File: config.mk
export PLATFORM = sky130hd
export DESIGN_NAME = fix_div_unit
export DESIGN_NICKNAME = d
export VERILOG_FILES = /design/src/rtl/fix_pkg.sv /design/src/rtl/fix_add.sv /design/src/rtl/fix_div_unit.sv
export SDC_FILE = /design/constraint.sdc
export NUM_CORES = 1
export LEC_CHECK = 0
export ABC_AREA = 1
export BUFFER_PORTS_ARGS = -buffer_cell sky130_fd_sc_hd__buf_2
export CAP_MARGIN = 10
export CORE_MARGIN = 5
export CORE_UTILIZATION = 30
export DETAILED_ROUTE_END_ITERATION = 8
export SETUP_SLACK_MARGIN = 0.5
export SLEW_MARGIN = 10
export SYNTH_ARGS = -nofsm -noshare
export SYNTH_HDL_FRONTEND = slang
export SYNTH_SLANG_ARGS = --single-unit
File: constraint.sdc
create_clock -name clk -period 1.8 [get_ports clk]
set_input_delay 0.09 -clock clk [delete_from_list [all_inputs] [get_ports clk]]
set_output_delay 0.09 -clock clk [all_outputs]
set_load 0.02 [all_outputs]
File: src/rtl/fix_pkg.sv
// rtl/fix_pkg.sv - shared fixed-point types and constants for the divider datapath
package fix_pkg;
  localparam int FIX_FRAC = 32;
  localparam int FIX_W    = FIX_FRAC + 1;

  typedef logic [FIX_W-1:0] fix_t;

  typedef enum logic [1:0] {
    IDLE,
    BUSY,
    DONE
  } div_state_e;

  localparam fix_t FIX_SAT = '1;

  // One cycle per quotient bit; the count value DIV_ITERS marks the completion cycle.
  localparam logic [5:0] DIV_ITERS = 6'd33;
endpackage

File: src/rtl/fix_add.sv
// rtl/fix_add.sv - combinational unsigned Q1.32 adder with carry-out
module fix_add
  import fix_pkg::*;
(
  input  fix_t             addend1,
  input  fix_t             addend2,
  output logic [FIX_W:0]   sum
);

  // Full-width sum; the extra bit carries out instead of saturating.
  assign sum = {1'b0, addend1} + {1'b0, addend2};

endmodule

File: src/rtl/fix_div_unit.sv
// rtl/fix_div_unit.sv - sequential restoring divider producing a Q0.33 quotient fraction
module fix_div_unit
  import fix_pkg::*;
#(
  parameter int W = FIX_W
) (
  input  logic         clk,
  input  logic         rst_n,
  input  logic         i_start,
  input  logic [W-1:0] i_dividend,
  input  logic [W-1:0] i_divisor,
  output logic         o_complete,
  output logic [W-1:0] o_quotient_out_frac
);

  div_state_e   state;
  logic [5:0]   iter_cnt;
  logic [W:0]   rem_q;      // partial remainder, already shifted left for the next compare
  logic [W-1:0] divisor_q;
  logic         sat_q;      // dividend >= divisor or divisor == 0: force all-ones result
  logic [W:0]   sub_sum;
  logic         rem_ge;
  logic [W-1:0] rem_next;

  // rem_q[0] is always zero after the shift, so OR-ing in a one supplies the +1
  // of the two's-complement subtract without a separate carry input.
  fix_add u_sub (
    .addend1 (rem_q[W-1:0] | {{(W-1){1'b0}}, 1'b1}),
    .addend2 (~divisor_q),
    .sum     (sub_sum)
  );

  // Compare shifted remainder against divisor and pick the restored or reduced value.
  always_comb begin
    rem_ge   = rem_q[W] | sub_sum[W];
    rem_next = rem_ge ? sub_sum[W-1:0] : rem_q[W-1:0];
  end

  // Control FSM with registered completion flag and quotient shift register.
  always_ff @(posedge clk or negedge rst_n) begin
    if (!rst_n) begin
      state               <= IDLE;
      iter_cnt            <= '0;
      rem_q               <= '0;
      divisor_q           <= '0;
      sat_q               <= 1'b0;
      o_complete          <= 1'b0;
      o_quotient_out_frac <= '0;
    end else if (i_start) begin
      state     <= BUSY;
      iter_cnt  <= '0;
      rem_q     <= {i_dividend, 1'b0};
      divisor_q <= i_divisor;
      sat_q     <= (i_divisor == '0) || (i_dividend >= i_divisor);
      // A start from DONE leaves the flag up for one cycle; it drops on the first BUSY edge.
      if (state == BUSY) begin
        o_complete <= 1'b0;
      end
    end else begin
      case (state)
        BUSY: begin
          if (iter_cnt == DIV_ITERS) begin
            state      <= DONE;
            o_complete <= 1'b1;
          end else begin
            o_complete          <= 1'b0;
            rem_q               <= {rem_next, 1'b0};
            o_quotient_out_frac <= {o_quotient_out_frac[W-2:0], rem_ge | sat_q};
            iter_cnt            <= iter_cnt + 6'd1;
          end
        end
        default: begin
        end
      endcase
    end
  end

endmodule

### Word-level counts from Yosys, hierarchy flattened

Cells that the tools add are included.

| word-level totals | value |
|---|---|
| input bits | 69 |
| output and inout port bits | 34 |
| register bits after elaboration | 110 |
| logic and storage cells | 39 |

| operators by class | value |
|---|---|
| multiplexer cells | 14 |
| reductions and logical operators | 7 |
| add/subtract/negate cells | 2 |
| bitwise logic cells | 5 |
| equal/unequal tests | 3 |
| magnitude comparators | 1 |

Operators by type and width:

| cell | count |
|---|---|
| 34-bit two-way mux | 3 |
| 33-bit by 33-bit adder with 34-bit output | 1 |
| 33-bit greater-or-equal comparator | 1 |
| 33-bit logical NOT | 1 |
| 33-bit two-way mux | 1 |
| 33-bit NOT | 1 |
| 6-bit two-way mux | 3 |
| 6-bit by 1-bit adder with 6-bit output, second input constant | 1 |
| 6-bit equality test, second input constant | 1 |
| 2-bit two-way mux | 3 |
| 1-bit two-way mux | 4 |
| 2-bit AND reduction | 2 |
| 2-bit nonzero test | 2 |
| 3-bit AND reduction | 1 |
| 2-bit by 1-bit equality test with 1-bit output, second input constant | 1 |
| 2-bit != test, second input constant | 1 |
| 1-bit NOT | 2 |
| 1-bit bitwise OR | 2 |
| 1-bit logical OR | 1 |

### Logic depth before layout (Yosys ltp)

| logic depth | value |
|---|---|
| depth in word-level cells | 7 |
| gate-level depth with buffers | 18 |

### By module

A second synthesis with hierarchy kept.

| second synthesis, totals | value |
|---|---|
| cells, all modules | 1288 |
| area, all modules | 8550.7 um^2 |

By module, submodules not included:

| module | area an instance (um^2) | sequential area each (um^2) | times used | cells an instance |
|---|---|---|---|---|
| fix_div_unit | 6010.8 | 2727.6 | 1 | 745 |
| fix_add | 2539.9 | 0.0 | 1 | 543 |

### Worst setup path after synthesis

Ideal clock, no wire load.

| path | value |
|---|---|
| kind | flip-flop to flip-flop |
| start point | register rem_q[27] |
| end point | register rem_q[13] |
| buffers on the path | 1 |
| stages on the path, launching flop included | 15 |
| setup time | 0.116 ns |
| path slack | -0.100 ns |
| data arrival time | 1.783 ns |
| cell sequence | dfrtp_1 > ha_1 > nand2_1 > inv_2 > nand2_1 > nand2_1 > a21oi_1 > nand2_2 > nor2_8 > nand2_8 > buf_6 > nand2_1 > nand3_1 > nand2_1 > nand2_1 |

| between the ends | value |
|---|---|
| cells in the longest elaborated chain, start to end | 6 |

Ends and longest elaborated chain:

| item | line | text |
|---|---|---|
| start: declaration | fix_div_unit.sv:18 | `logic [W:0] rem_q;` |
| start signal: assignment | fix_div_unit.sv:52 | `rem_q <= {i_dividend, 1'b0};` |
| start signal: assignment | fix_div_unit.sv:67 | `rem_q <= {rem_next, 1'b0};` |
| 33-bit by 33-bit adder with 34-bit output | fix_add.sv:11 | `assign sum = {1'b0, addend1} + {1'b0, addend2};` |
| 1-bit bitwise OR | fix_div_unit.sv:35 | `rem_ge = rem_q[W] \| sub_sum[W];` |
| 33-bit two-way mux | fix_div_unit.sv:36 | `rem_next = rem_ge ? sub_sum[W-1:0] : rem_q[W-1:0];` |
| 34-bit two-way mux | fix_div_unit.sv:62 | `if (iter_cnt == DIV_ITERS) begin` |
| 34-bit two-way mux | fix_div_unit.sv:60 | `case (state)` |
| 34-bit two-way mux | fix_div_unit.sv:49 | `end else if (i_start) begin` |

Every way passes these cells. The select of a mux whose other input is x is not followed.
A chain may end at the register's enable or synchronous reset.

### Final worst setup path

| path | value |
|---|---|
| start point | register rem_q[9] |
| end point | register rem_q[7] |

The elaborated chain is that of the path after synthesis.

==> results by stage <==
Setup path:
- The source of the worst register-to-register timing path is rem_q[9]$_DFFE_PN0P_.
- The register-to-register setup slack is -0.41 ns.
- The launch point of the worst path is rem_q[9]$_DFFE_PN0P_.
- STA puts the critical path data arrival time at approximately 2.5 ns.
- Of all nets on the critical path, the largest fanout is 5.
- The startpoint type of the worst setup path is a flip-flop.
- STA classifies the critical path endpoint as a flip-flop.
- The required time at the endpoint of the critical path is slightly above 2 ns.
- The worst setup path is of the flip-flop to flip-flop kind.

Yosys:
- Counting distinct cell types in the post-synthesis netlist gives 42.
- The Yosys step of the flow raised 0 warnings.
- For this run, the register share of the synthesized area comes to between 30 and 40%.
- Synthesis produced a netlist with a net count of ~1500.
- The mean area per synthesized cell is about 6.4 sq um.
- The cell area after synthesis is 8510 sq um.
- The number of cells produced by synthesis is ~1300.
- Synthesis inferred between 100 and 150 register bits.

Final layout:
- The post-layout net count is ~1800.
- The sequential cells in the finished layout cover a total of around 2700 sq um.
- The filler cells instantiated in the layout total roughly 2600.
- The post-route netlist has roughly 40% of its cells at a drive strength greater than 1.
- The number of antenna diodes in the final layout is 0.
- Relative to the synthesized area, the layout overhead comes to 63.7%.
- The number of standard cells in the final layout excluding fillers is about 2100.
- The area taken by multi-input logic gates is between 6000 and 7000 sq um.
- The post-route standard cell area excluding fillers is 13900 sq um.

Placed design:
- During placement, the flow inserted port buffers numbering ~100.
- The area after detailed placement is 11100 sq um.
- Detailed placement finished with a half-perimeter wire length of approximately 22 mm.
- Routability-driven placement finished with a final weighted congestion of a little over 0.9.
- In this run, placement finished with an instance count of 1954.
- Timing analysis after detailed placement gives a worst setup slack of -0.325 ns.

Power and ir drop:
- For this design the static power due to leakage is approximately 7.3 nW.
- Combinational logic is responsible for a little over two thirds of the overall power.
- The total internal power is 10.6 mW.
- Net switching is between 40 and 50% of the power.
- Per report_power, the clock group accounts for between 10% and 20% of the total.
- The peak supply drop is 0.787 mV.
- The sequential group share of total power is 18.6%.
- The net load switching power is 8.92 mW.
- In this run the power density over the cells is between 1000 and 1500 nW/um^2.

Drt:
- Dividing the detail-routed wire length by the instance count gives 16.1 um.
- The routed design has roughly 33 mm of wire.
- The first routing iteration left approximately 540 violations.
- The first detailed-routing pass ran for 5 iterations.
- Across all layers, the routed design uses 9868 vias.
- The remaining antenna violation count is 0.
- The mean number of vias per cell is between 4 and 5.
- The post-route DRC violation count is 0.

STA:
- Across all hold checks on the routed design, the worst slack comes to ~0.0028 ns.
- The final-report setup violation count is 34.
- The setup clock skew after layout is 0.0126 ns.
- The least setup slack across all paths after layout is -0.410 ns.
- The final critical path takes up 123% of the cycle.
- Setup repair after global routing could not meet its margin everywhere.
- The count of final hold-check violations is 0.
- The tightest slew margin relative to the limit is around three quarters.
- For the finished layout, the period the worst path requires is about 2.2 ns.
- The measured slew at the worst slew-check pin is between 0.3 and 0.4 ns.
- For this run, the top clock speed supported by timing is about 450 MHz.
- The final count of pins violating max slew is 0.

Outcome:
- The checks that failed: negative setup slack.
- The flow ran to the end, but the final reports show violations.

GRT:
- The largest net degree at the start of global routing is 54.
- The number of global-route vias before repair is between 9000 and 10000.
- The global-route wire length before repair is 49.6 mm.
- The number of antenna violations at the first check in global routing is 1.
- The leftover overflow at the end of global routing is 0.
- Global routing used 19.5% of the available tracks.

Die:
- The floorplan has 61 rows.
- The standard cell core area is about 28000 sq um.
- From left edge to right edge, the die measures roughly 180 um.
- The number of top-level pins is ~100.
- The effective utilization at floorplan is between 30% and 40%.
- The die is approximately 180 um tall.
- The die covers ~32000 sq um.

Hold path:
- The path class of the lowest-slack min-delay path is primary input to flip-flop.
- The startpoint of the tightest hold check path is i_divisor[4].

Clocking:
- The root buffer cell is sky130_fd_sc_hd__clkbuf_16.
- The clock latency reported for the late side of the worst-skew pair is approximately 0.37 ns.
- The total CTS buffers is 9.
- The maximum level of the CTS H-tree is 3.
- After clock tree synthesis, the clock-pin slew on the worst setup and hold paths is ~0.080 ns.
- The number of sinks on the clock net is 109.
- TritonCTS built the clock tree.
- The maximum buffer depth of the clock tree is 2.

Run:
- Across the run, the number of max-cap violations was 0.
==> routing by layer <==
metal | routed length (um) | GRT usage (%)
met1 | 13700 | 24.6
met2 | 16600 | 34.6
met3 | 1790 | 2.78
met4 | 1160 | 5.95
met5 | 13 | 0
==> layout make-up <==
class | instances | area share, %
clock buffer | 10 | 1.64
clock inverter | 6 | 0.682
inverter | 216 | 6.00
multi-input combinational | 974 | 44.8
sequential | 109 | 19.6
tap | 378 | 3.39
timing repair buffer | 370 | 23.9
==> cell usage after synthesis (all sizes together) <==
library cell / instances / share of area [%]
nand2: 525 / 24
inv: 209 / 9.2
nor2: 121 / 5.6
dfrtp: 109 / 32
nand3: 97 / 5.8
ha: 67 / 9.9
o21ai: 50 / 2.9
a21oi: 38 / 2.3
buf: 21 / 1.5
clkbuf: 16 / 0.71
nand4: 13 / 0.96
xor2: 13 / 1.3
nor3: 10 / 0.71
nor4: 9 / 0.66
clkinv: 7 / 0.31
o21bai: 6 / 0.53
xnor2: 4 / 0.41
and2: 3 / 0.22
nand3b: 2 / 0.18
o21a: 2 / 0.18
or2: 2 / 0.15
a21o: 1 / 0.088
a22o: 1 / 0.10
a22oi: 1 / 0.088
and3: 1 / 0.074
fa: 1 / 0.24
nor3b: 1 / 0.088
o211ai: 1 / 0.088
o22ai: 1 / 0.074
==> worst paths after layout <==
path	end	cells after the start
setup reg to reg	rem_q[7]$_DFFE_PN0P_	14
setup / recovery	rem_q[7]$_DFFE_PN0P_	14
hold / removal	divisor_q[4]$_DFFE_PN0P_	3
max in group asynchronous	rem_q[10]$_DFFE_PN0P_	3
hold reg to reg	rem_q[33]$_DFFE_PN0P_	2
min in group asynchronous	divisor_q[30]$_DFFE_PN0P_	2
==> stage by stage <==
stage          total power [mW]  util [%]  TNS, ns
6_report                   19.5      49.9   -12.07
3_3_place_gp               14.0      39.8    -9.01
4_1_cts                    17.6      46.4    -8.50
3_5_place_dp               14.1      39.8    -9.76
5_1_grt                    20.9      49.9   -15.71
2_1_floorplan              9.81         -   -0.412
==> cells by family after synthesis <==
group	share of synthesized area, %
AND/OR/NAND/NOR	38.0
buffers and inverters	11.7
flip-flops	32.1
AO/OA/AOI/OAI	6.41
adder cells (fa/ha/maj)	10.1
XOR/XNOR	1.75
==> cell usage in the layout (no fill, tap or decap), types with 31 or more instances in the layout <==
| cell | netlist | layout |
|---|---|---|
| sky130_fd_sc_hd__o21ai_0 | 48 | 39 |
| sky130_fd_sc_hd__inv_1 | 195 | 162 |
| sky130_fd_sc_hd__buf_2 | 9 | 92 |
| sky130_fd_sc_hd__dfrtp_1 | 109 | 107 |
| sky130_fd_sc_hd__nand2_1 | 518 | 404 |
| sky130_fd_sc_hd__nor2_1 | 118 | 98 |
| sky130_fd_sc_hd__ha_4 | 0 | 38 |
| sky130_fd_sc_hd__nand3_2 | 1 | 31 |
| sky130_fd_sc_hd__inv_2 | 14 | 45 |
| sky130_fd_sc_hd__nand2_2 | 5 | 101 |
| sky130_fd_sc_hd__buf_4 | 0 | 197 |
| sky130_fd_sc_hd__nand3_1 | 96 | 61 |
==> sequential cells by signal, summed over array words and instances, names as in the netlist <==
name / count
divisor_q: 33
iter_cnt: 6
o_complete: 1
o_quotient_out_frac: 33
rem_q: 33
sat_q: 1
state: 2
==> power groups by stage <==
stage,sequential (mW),clock [mW],combinational (mW)
floorplan,3.71,0,6.10
global placement,3.56,0,10.4
detailed placement,3.58,0,10.5
CTS,3.57,2.30,11.8
global route,3.70,2.39,14.8
finish,3.63,2.29,13.6
==> critical path: stages (launching register included) <==
cell and delay [ns]:
sky130_fd_sc_hd__dfrtp_1 0.42, sky130_fd_sc_hd__ha_4 0.30, sky130_fd_sc_hd__nand2_1 0.13, sky130_fd_sc_hd__nor2_2 0.21, sky130_fd_sc_hd__nand2_1 0.11, sky130_fd_sc_hd__inv_2 0.07
sky130_fd_sc_hd__nand2_2 0.07, sky130_fd_sc_hd__nand2_4 0.09, sky130_fd_sc_hd__nand2_8 0.09, sky130_fd_sc_hd__buf_12 0.17, sky130_fd_sc_hd__clkbuf_16 0.18, sky130_fd_sc_hd__nand3_2 0.07
sky130_fd_sc_hd__nand3_1 0.06, sky130_fd_sc_hd__nand2_1 0.07, sky130_fd_sc_hd__o21ai_1 0.05
==> what timing repair did <==
action	in CTS	in global routing
cloned	17	7
hold endpoints to repair	129	0
endpoints found under the setup margin	73	76
resized for setup	185	174
hold buffers	21	0
setup buffers	22	26
pin swaps	51	46
Power figures use the tool's default switching activity.
